## config.mk

```make
export PLATFORM = sky130hd
export DESIGN_NAME = multicycle_control
export DESIGN_NICKNAME = d
export VERILOG_FILES = /design/src/rtl/riscv_ctrl_pkg.sv /design/src/rtl/ctrl_wait_timer.sv /design/src/rtl/multicycle_control.sv
export SDC_FILE = /design/constraint.sdc
export NUM_CORES = 1
export LEC_CHECK = 0
export CORE_ASPECT_RATIO = 1.25
export CORE_MARGIN = 8
export CORE_UTILIZATION = 45
export CTS_CLUSTER_SIZE = 20
export DETAILED_ROUTE_END_ITERATION = 10
export MAX_ROUTING_LAYER = met4
export PLACE_DENSITY = 0.87
export SYNTH_ARGS = -nofsm -noshare
export SYNTH_HDL_FRONTEND = slang
export SYNTH_SLANG_ARGS = --single-unit
```

## constraint.sdc

```tcl
create_clock -name clk -period 2.9 [get_ports clk]
set_input_delay 0.435 -clock clk [delete_from_list [all_inputs] [get_ports clk]]
set_output_delay 0.435 -clock clk [all_outputs]
set_load 0.05 [all_outputs]
```

## src/rtl/riscv_ctrl_pkg.sv

```systemverilog
// Shared constants for the multi-cycle RISC-V control FSM: state codes,
// opcodes, ALUOp and ALUSrcB encodings.
package riscv_ctrl_pkg;

  typedef logic [3:0] state_t;

  localparam state_t S_RESET  = 4'd0;
  localparam state_t S_FETCH  = 4'd1;
  localparam state_t S_DECODE = 4'd2;
  localparam state_t S_MEMADR = 4'd3;
  localparam state_t S_MEMRD  = 4'd4;
  localparam state_t S_MEMWB  = 4'd5;
  localparam state_t S_MEMWR  = 4'd6;
  localparam state_t S_EXEC   = 4'd7;
  localparam state_t S_ALUWB  = 4'd8;
  localparam state_t S_BRANCH = 4'd9;
  localparam state_t S_TRAP   = 4'd10;

  localparam logic [6:0] OP_LOAD   = 7'b0000011;
  localparam logic [6:0] OP_STORE  = 7'b0100011;
  localparam logic [6:0] OP_RTYPE  = 7'b0110011;
  localparam logic [6:0] OP_BRANCH = 7'b1100011;

  localparam logic [1:0] ALUOP_ADD   = 2'b00;
  localparam logic [1:0] ALUOP_SUB   = 2'b01;
  localparam logic [1:0] ALUOP_FUNCT = 2'b10;

  localparam logic [1:0] SRCB_REG  = 2'b00;
  localparam logic [1:0] SRCB_FOUR = 2'b01;
  localparam logic [1:0] SRCB_IMM  = 2'b10;

  // States that hold a memory request open until mem_ready.
  function automatic logic is_mem_wait(input state_t st);
    return (st == S_FETCH) || (st == S_MEMRD) || (st == S_MEMWR);
  endfunction

endpackage

```

## src/rtl/ctrl_wait_timer.sv

```systemverilog
// Watchdog for memory waits: counts not-ready cycles in a waiting state and
// flags expiry on the last allowed cycle.
module ctrl_wait_timer #(
  parameter int MAX_WAIT = 16,
  parameter int WAIT_W   = 5
) (
  input  logic clk,
  input  logic rst_n,
  input  logic in_wait,
  input  logic ready,
  input  logic state_change,
  output logic expired
);

  logic [WAIT_W-1:0] cnt_q;
  logic [WAIT_W-1:0] cnt_d;

  always_comb begin
    expired = in_wait && !ready && (cnt_q == WAIT_W'(MAX_WAIT - 1));
    cnt_d   = cnt_q;
    // An abort from FETCH re-enters FETCH, so expiry must clear on its own.
    if (state_change || expired) begin
      cnt_d = '0;
    end else if (in_wait && !ready) begin
      cnt_d = cnt_q + 1'b1;
    end
  end

  always_ff @(posedge clk or negedge rst_n) begin
    if (!rst_n) begin
      cnt_q <= '0;
    end else begin
      cnt_q <= cnt_d;
    end
  end

endmodule

```

## src/rtl/multicycle_control.sv

```systemverilog
// Main control FSM of the multi-cycle RISC-V datapath (ld, sd, beq, R-type).
// Optional macro ILLEGAL_TRAP_EN: unknown opcodes park the FSM in S_TRAP.
module multicycle_control
  import riscv_ctrl_pkg::*;
#(
  parameter int MAX_WAIT = 16,
  parameter int WAIT_W   = 5
) (
  input  logic       clk,
  input  logic       rst_n,
  input  logic [6:0] Opcode,
  input  logic       mem_ready,
  output logic       PCWrite,
  output logic       PCWriteCond,
  output logic       IorD,
  output logic       MemRead,
  output logic       MemWrite,
  output logic       IRWrite,
  output logic       MemtoReg,
  output logic       RegWrite,
  output logic       ALUSrcA,
  output logic [1:0] ALUSrcB,
  output logic [1:0] ALUOp,
  output logic       PCSource,
  output logic [3:0] State,
  output logic       mem_timeout,
  output logic       illegal_instr
);

  state_t state_q;
  state_t state_d;
  logic   mem_timeout_q;
  logic   mem_timeout_d;
  logic   expired;
  logic   state_change;

  ctrl_wait_timer #(
    .MAX_WAIT (MAX_WAIT),
    .WAIT_W   (WAIT_W)
  ) u_wait_timer (
    .clk          (clk),
    .rst_n        (rst_n),
    .in_wait      (is_mem_wait(state_q)),
    .ready        (mem_ready),
    .state_change (state_change),
    .expired      (expired)
  );

  always_comb begin
    state_d = state_q;
    case (state_q)
      S_RESET: state_d = S_FETCH;
      S_FETCH: begin
        if (mem_ready) state_d = S_DECODE;
        else if (expired) state_d = S_FETCH;
      end
      S_DECODE: begin
        case (Opcode)
          OP_LOAD, OP_STORE: state_d = S_MEMADR;
          OP_RTYPE:          state_d = S_EXEC;
          OP_BRANCH:         state_d = S_BRANCH;
`ifdef ILLEGAL_TRAP_EN
          default:           state_d = S_TRAP;
`else
          default:           state_d = S_FETCH;
`endif
        endcase
      end
      S_MEMADR: state_d = (Opcode == OP_LOAD) ? S_MEMRD : S_MEMWR;
      S_MEMRD: begin
        if (mem_ready) state_d = S_MEMWB;
        else if (expired) state_d = S_FETCH;
      end
      S_MEMWB: state_d = S_FETCH;
      S_MEMWR: begin
        if (mem_ready || expired) state_d = S_FETCH;
      end
      S_EXEC:   state_d = S_ALUWB;
      S_ALUWB:  state_d = S_FETCH;
      S_BRANCH: state_d = S_FETCH;
      S_TRAP:   state_d = S_TRAP;
      default:  state_d = S_RESET;
    endcase
    state_change  = (state_d != state_q);
    mem_timeout_d = mem_timeout_q | expired;
  end

  always_ff @(posedge clk or negedge rst_n) begin
    if (!rst_n) begin
      state_q       <= S_RESET;
      mem_timeout_q <= 1'b0;
    end else begin
      state_q       <= state_d;
      mem_timeout_q <= mem_timeout_d;
    end
  end

  // Moore decode except FETCH, where IR/PC loads wait for the read to land.
  always_comb begin
    PCWrite     = 1'b0;
    PCWriteCond = 1'b0;
    IorD        = 1'b0;
    MemRead     = 1'b0;
    MemWrite    = 1'b0;
    IRWrite     = 1'b0;
    MemtoReg    = 1'b0;
    RegWrite    = 1'b0;
    ALUSrcA     = 1'b0;
    ALUSrcB     = SRCB_REG;
    ALUOp       = ALUOP_ADD;
    PCSource    = 1'b0;
    case (state_q)
      S_FETCH: begin
        MemRead = 1'b1;
        ALUSrcB = SRCB_FOUR;
        IRWrite = mem_ready;
        PCWrite = mem_ready;
      end
      S_DECODE: ALUSrcB = SRCB_IMM;
      S_MEMADR: begin
        ALUSrcA = 1'b1;
        ALUSrcB = SRCB_IMM;
      end
      S_MEMRD: begin
        MemRead = 1'b1;
        IorD    = 1'b1;
      end
      S_MEMWB: begin
        RegWrite = 1'b1;
        MemtoReg = 1'b1;
      end
      S_MEMWR: begin
        MemWrite = 1'b1;
        IorD     = 1'b1;
      end
      S_EXEC: begin
        ALUSrcA = 1'b1;
        ALUOp   = ALUOP_FUNCT;
      end
      S_ALUWB: RegWrite = 1'b1;
      S_BRANCH: begin
        ALUSrcA     = 1'b1;
        ALUOp       = ALUOP_SUB;
        PCWriteCond = 1'b1;
        PCSource    = 1'b1;
      end
      default: ;
    endcase
  end

  assign State       = state_q;
  assign mem_timeout = mem_timeout_q;
`ifdef ILLEGAL_TRAP_EN
  assign illegal_instr = (state_q == S_TRAP);
`else
  assign illegal_instr = 1'b0;
`endif

endmodule

```

# [Word level (Yosys, flattened, before mapping)]
# Index checks and enable logic that the tools add are counted.
[totals] ff_bits=10 in_bits=10 output_inout_bits=20 elab_cells=56
[classes] add_sub_neg=1 n_eq_ne=16 n_mux=19 n_bitwise=1 n_reduce_logical=16
[op_table] operator="$pmux 4 s8" count=1
[op_table] operator="$eq 4x3->1 const B" count=4
[op_table] operator="$mux 4" count=4
[op_table] operator="$eq 7x6->1 const B" count=2
[op_table] operator="$eq 4x4->1 const B" count=3
[op_table] operator="$pmux 4 s3" count=1
[op_table] operator="$mux 5" count=2
[op_table] operator="$reduce_or 2->1" count=5
[op_table] operator="$eq 4x2->1 const B" count=2
[op_table] operator="$mux 1" count=8
[op_table] operator="$pmux 2 s2" count=2
[op_table] operator="$eq 7x2->1 const B" count=1
[op_table] operator="$eq 7x7->1 const B" count=1
[op_table] operator="$add 5x1->5 const B" count=1
[op_table] operator="$eq 5x4->1 const B" count=1
[op_table] operator="$eq 4x1->1 const B" count=1
[op_table] operator="$logic_not 4->1" count=1
[op_table] operator="$logic_or 1x1->1" count=4
[op_table] operator="$ne 4x4->1" count=1
[op_table] operator="$reduce_or 4->1" count=1
[op_table] operator="$reduce_or 3->1" count=1
[op_table] operator="$logic_and 1x1->1" count=2
[op_table] operator="$mux 2" count=1
[op_table] operator="$reduce_bool 2->1" count=1
[op_table] operator="2 further kinds" count=2

# [Depth between registers and ports, before layout]
[depth] ltp_word=11 mapped_depth=7

# [By module]
# A second synthesis with hierarchy kept.
[unflattened] hier_cells=94 hier_area_um2=817.0
[modules_own_cells] mod="multicycle_control" n_inst=1 cells_each=63 area_each_um2=521.8 seq_area_each_um2=125.1
[modules_own_cells] mod="ctrl_wait_timer" n_inst=1 cells_each=31 area_each_um2=295.3 seq_area_each_um2=125.1

# [Worst setup path before layout]
# No wires, ideal clock.
[synth_path] path_kind="reg-to-output" start="register state_q[3] (netlist: State[3])" end="output port PCWriteCond" arrival_ps=2423 required_time_ps=2465 slack_ps=42 stages_incl_launch_ff=5 path_cell_list="dfrtp_1 -> buf_6 -> inv_2 -> nor3_1 -> buf_4"
[synth_between] elab_chain_len=2
[synth_lines] item="start: declaration" line="multicycle_control.sv:30" source="state_t state_q;"
[synth_lines] item="start signal: assignment" line="multicycle_control.sv:93" source="state_q <= state_d;"
[synth_lines] item="$eq 4x4->1"
[synth_lines] item="$mux 1"
[synth_lines] item="end: declaration" line="multicycle_control.sv:14" source="output logic PCWriteCond,"
# Every way passes these cells.

# [Worst setup path in the final report]
[layout_path] start="register state_q[3] (netlist: State[3])" end="output port RegWrite"
[layout_between] elab_chain_len=3
[layout_lines] item="$eq 4x4->1 or $eq 4x3->1 (tied branches)" line="multicycle_control.sv:112" source="case (state_q)"
[layout_lines] item="$reduce_or 2->1 (no line) (*)"
[layout_lines] item="$mux 1 (*)" line="multicycle_control.sv:112"
[layout_lines] item="end: declaration" line="multicycle_control.sv:20" source="output logic RegWrite,"
# Mark *: on every way between the ends. The rest lies on a longest branch, timed or not.

==> results.sh <==
export IMPL_synth_avg_cell_area_um2=8.985
export IMPL_post_route_drc_count=0
export IMPL_place_gp_congestion=0.8050
export IMPL_clockBufferDepth=2
export IMPL_clock_fmax_mhz=388.5
export IMPL_grt_antenna_before_repair=0
export IMPL_power_density_nw_per_um2=1027
export IMPL_post_cts_buffers=0
export IMPL_grt_pass1_vias=726
export IMPL_vdd_ir_drop_worst_mv=0.5359
export IMPL_r2r_start="u_wait_timer.cnt_q[0]$_DFFE_PN0P_"
export IMPL_dp_hpwl_um=1639
export IMPL_port_buffers=28
export IMPL_setup_viol=0
export IMPL_overflow=0
export IMPL_fin_tns_setup_ns=0
export IMPL_rows=17
export IMPL_grt_pass1_wl_um=3098
export IMPL_ys_types=39
export IMPL_rsz0062_at_grt="false"
export IMPL_synthArstFlopShare_pct=100.0
export IMPL_die_height_um=64.44
export IMPL_clk_pin_slew_worst_paths_ns=0.07
export IMPL_htreeDepth=1
export IMPL_core_area_um2=1765
export IMPL_end_kind="output port"
export IMPL_layout_nets=133
export IMPL_initial_utilization_pct=47.84
export IMPL_worstSetupPathType="flop to output port"
export IMPL_relSlewSlack_pct=65.85
export IMPL_wl_per_cell_um=14.00
export IMPL_period_minus_slack_ns=2.574
export IMPL_r2r_slack_ns=1.04
export IMPL_first_pass_iters=4
export IMPL_cts_repair_resized=0
export IMPL_cts_root_buf="clkbuf_4"
export IMPL_cts_buffers=3
export IMPL_synth_cells=94
export IMPL_cts_sinks=10
export IMPL_ios=30
export IMPL_cts_tree="built"
export IMPL_dpl_cell_area_um2=1100
export IMPL_grt_usage_pct=11.41
export IMPL_antenna_left=0
export IMPL_cp_arrival_ns=2.14
export IMPL_grt_max_degree=16
export IMPL_synth_edf_count=0
export IMPL_cellLeakagePower_nw=0.4906
export IMPL_syn_num_nets=106
export IMPL_synth_area_um2=844.6
export IMPL_vias=766
export IMPL_hp_class="input pin to async pin"
export IMPL_yosys_warnings=0
export IMPL_clk_latency_ns=0.26
export IMPL_fin_worst_skew_ns=0.005670
export IMPL_fin_crit_sh_pct=88.76
export IMPL_yosysSeqAreaShare_pct=29.63
export IMPL_hold_violations=0
export IMPL_dieArea_um2=3528
export IMPL_status="finished clean"
export IMPL_drv_slew=0
export IMPL_final_area_um2=1136
export IMPL_area_growth_pct=34.52
export IMPL_synthFlopType="dfrtp_1"
export IMPL_r2r_end="u_wait_timer.cnt_q[4]$_DFFE_PN0P_"
export IMPL_tightest_slew_ns=0.5107
export IMPL_diodes=0
export IMPL_maxCapViolations=0
export IMPL_holdBufCountCts=0
export IMPL_vias_per_cell=5.511
export IMPL_finalPower_w=0.001167
export IMPL_drt_iter0_drc=9
export IMPL_cp_max_fo=13
export IMPL_cp_required_ns=2.47
export IMPL_die_w_um=54.75
export IMPL_reg2reg_depth=7
export IMPL_layout_drive_gt1_share_pct=13.33
export IMPL_routed_wl_um=1946
export IMPL_start_kind="flop"
export IMPL_synth_seq_cells=10
## metal layers
metal / GRT usage, % / wire, µm / vias to the layer above
li1: - / - / 384
met1: 12.65 / 740 / 349
met2: 18.89 / 918 / 31
met3: 2.968 / 267 / 2
met4: 3.704 / 20 / 0
met5: - / 0 / -
## how the worst max path moves through the flow
stage,startpoint,end,slack (ns),cells past startpoint
CTS,State[1]$_DFF_PN0_,ALUOp[0],0.32,3
detailed placement,State[3]$_DFF_PN0_,RegWrite,0.62,4
finish,State[3]$_DFF_PN0_,RegWrite,0.33,4
floorplan,State[3]$_DFF_PN0_,PCWriteCond,0.04,4
global placement,State[3]$_DFF_PN0_,RegWrite,0.64,4
global route,State[3]$_DFF_PN0_,RegWrite,0.16,4
## cells in the mapped netlist, types with 3 or more instances
library cell  number  share of area (%)
a21oi_1            3                1.8
and3_1             4                3.0
buf_4              3                2.7
dfrtp_1           10                 30
inv_1              3                1.3
nand2_1            4                1.8
nand2b_1           5                3.7
nor2_1             8                3.6
nor2b_1            5                3.7
nor3_1             9                5.3
xor2_1             3                3.1
## cell usage in the layout (no fill, tap or decap), types with 2 or more instances in the layout
cell | synthesis | layout
a21o_1 | 2 | 2
a21oi_1 | 3 | 3
and2_1 | 2 | 2
and3_1 | 4 | 4
buf_4 | 3 | 4
clkbuf_4 | 0 | 3
clkdlybuf4s50_1 | 0 | 26
dfrtp_1 | 10 | 10
ha_1 | 2 | 2
inv_1 | 3 | 3
mux2i_1 | 2 | 2
nand2_1 | 4 | 4
nand2b_1 | 5 | 5
nor2_1 | 8 | 8
nor2b_1 | 5 | 5
nor3_1 | 9 | 9
nor3b_1 | 2 | 2
o211ai_1 | 2 | 2
o21ai_0 | 2 | 2
xor2_1 | 3 | 3
## logic make-up after synthesis
logic type / after synthesis / synth area share (%)
AO/OA/AOI/OAI: 19 / 21.48
XOR/XNOR: 4 / 4.149
adder cells (fa/ha/maj): 2 / 2.962
buffers and inverters: 12 / 8.739
flip-flops: 10 / 29.63
multiplexers: 2 / 2.370
other: 1 / 0.4440
AND/OR/NAND/NOR: 44 / 30.22
## worst max-delay path, stage by stage (launching register included)
cell             delay [ns]
dfrtp_1                0.53
nor2b_1                0.28
nand2_1                0.11
a21oi_1                0.14
clkdlybuf4s50_1        0.82
## cell type report
cell class / count / area [µm²]
repair buffers: 30 / 290.3
flip-flops and latches: 10 / 250.2
fillers: 154 / 629.4
multi-input cells: 72 / 520.5
clock buffers: 4 / 36.28
well taps: 19 / 23.77
inverters: 4 / 15.01
## through the flow
stage	cells	hold WS [ns]	setup slack (ns)	util, %
detailed placement	135	0.4625	0.6151	62.30
floorplan	94	0.1394	0.04191	-
global route	139	0.4946	0.1611	64.35
finish	139	0.4753	0.3259	64.35
global placement	135	0.4498	0.6372	62.30
CTS	139	0.4815	0.3181	64.35
## report_power, final
part / internal, W / total, W / leakage (nW) / switching [W]
combinational: 0.000298 / 0.000820 / 0.335 / 0.000522
sequential: 0.000166 / 0.000224 / 0.134 / 0.0000579
clock: 0.0000761 / 0.000122 / 0.0210 / 0.0000462
## registers in the layout (all words and copies together), names as in the netlist
signal,count
mem_timeout,1
State,4
u_wait_timer.cnt_q,5
Power figures use the tool's default switching activity.
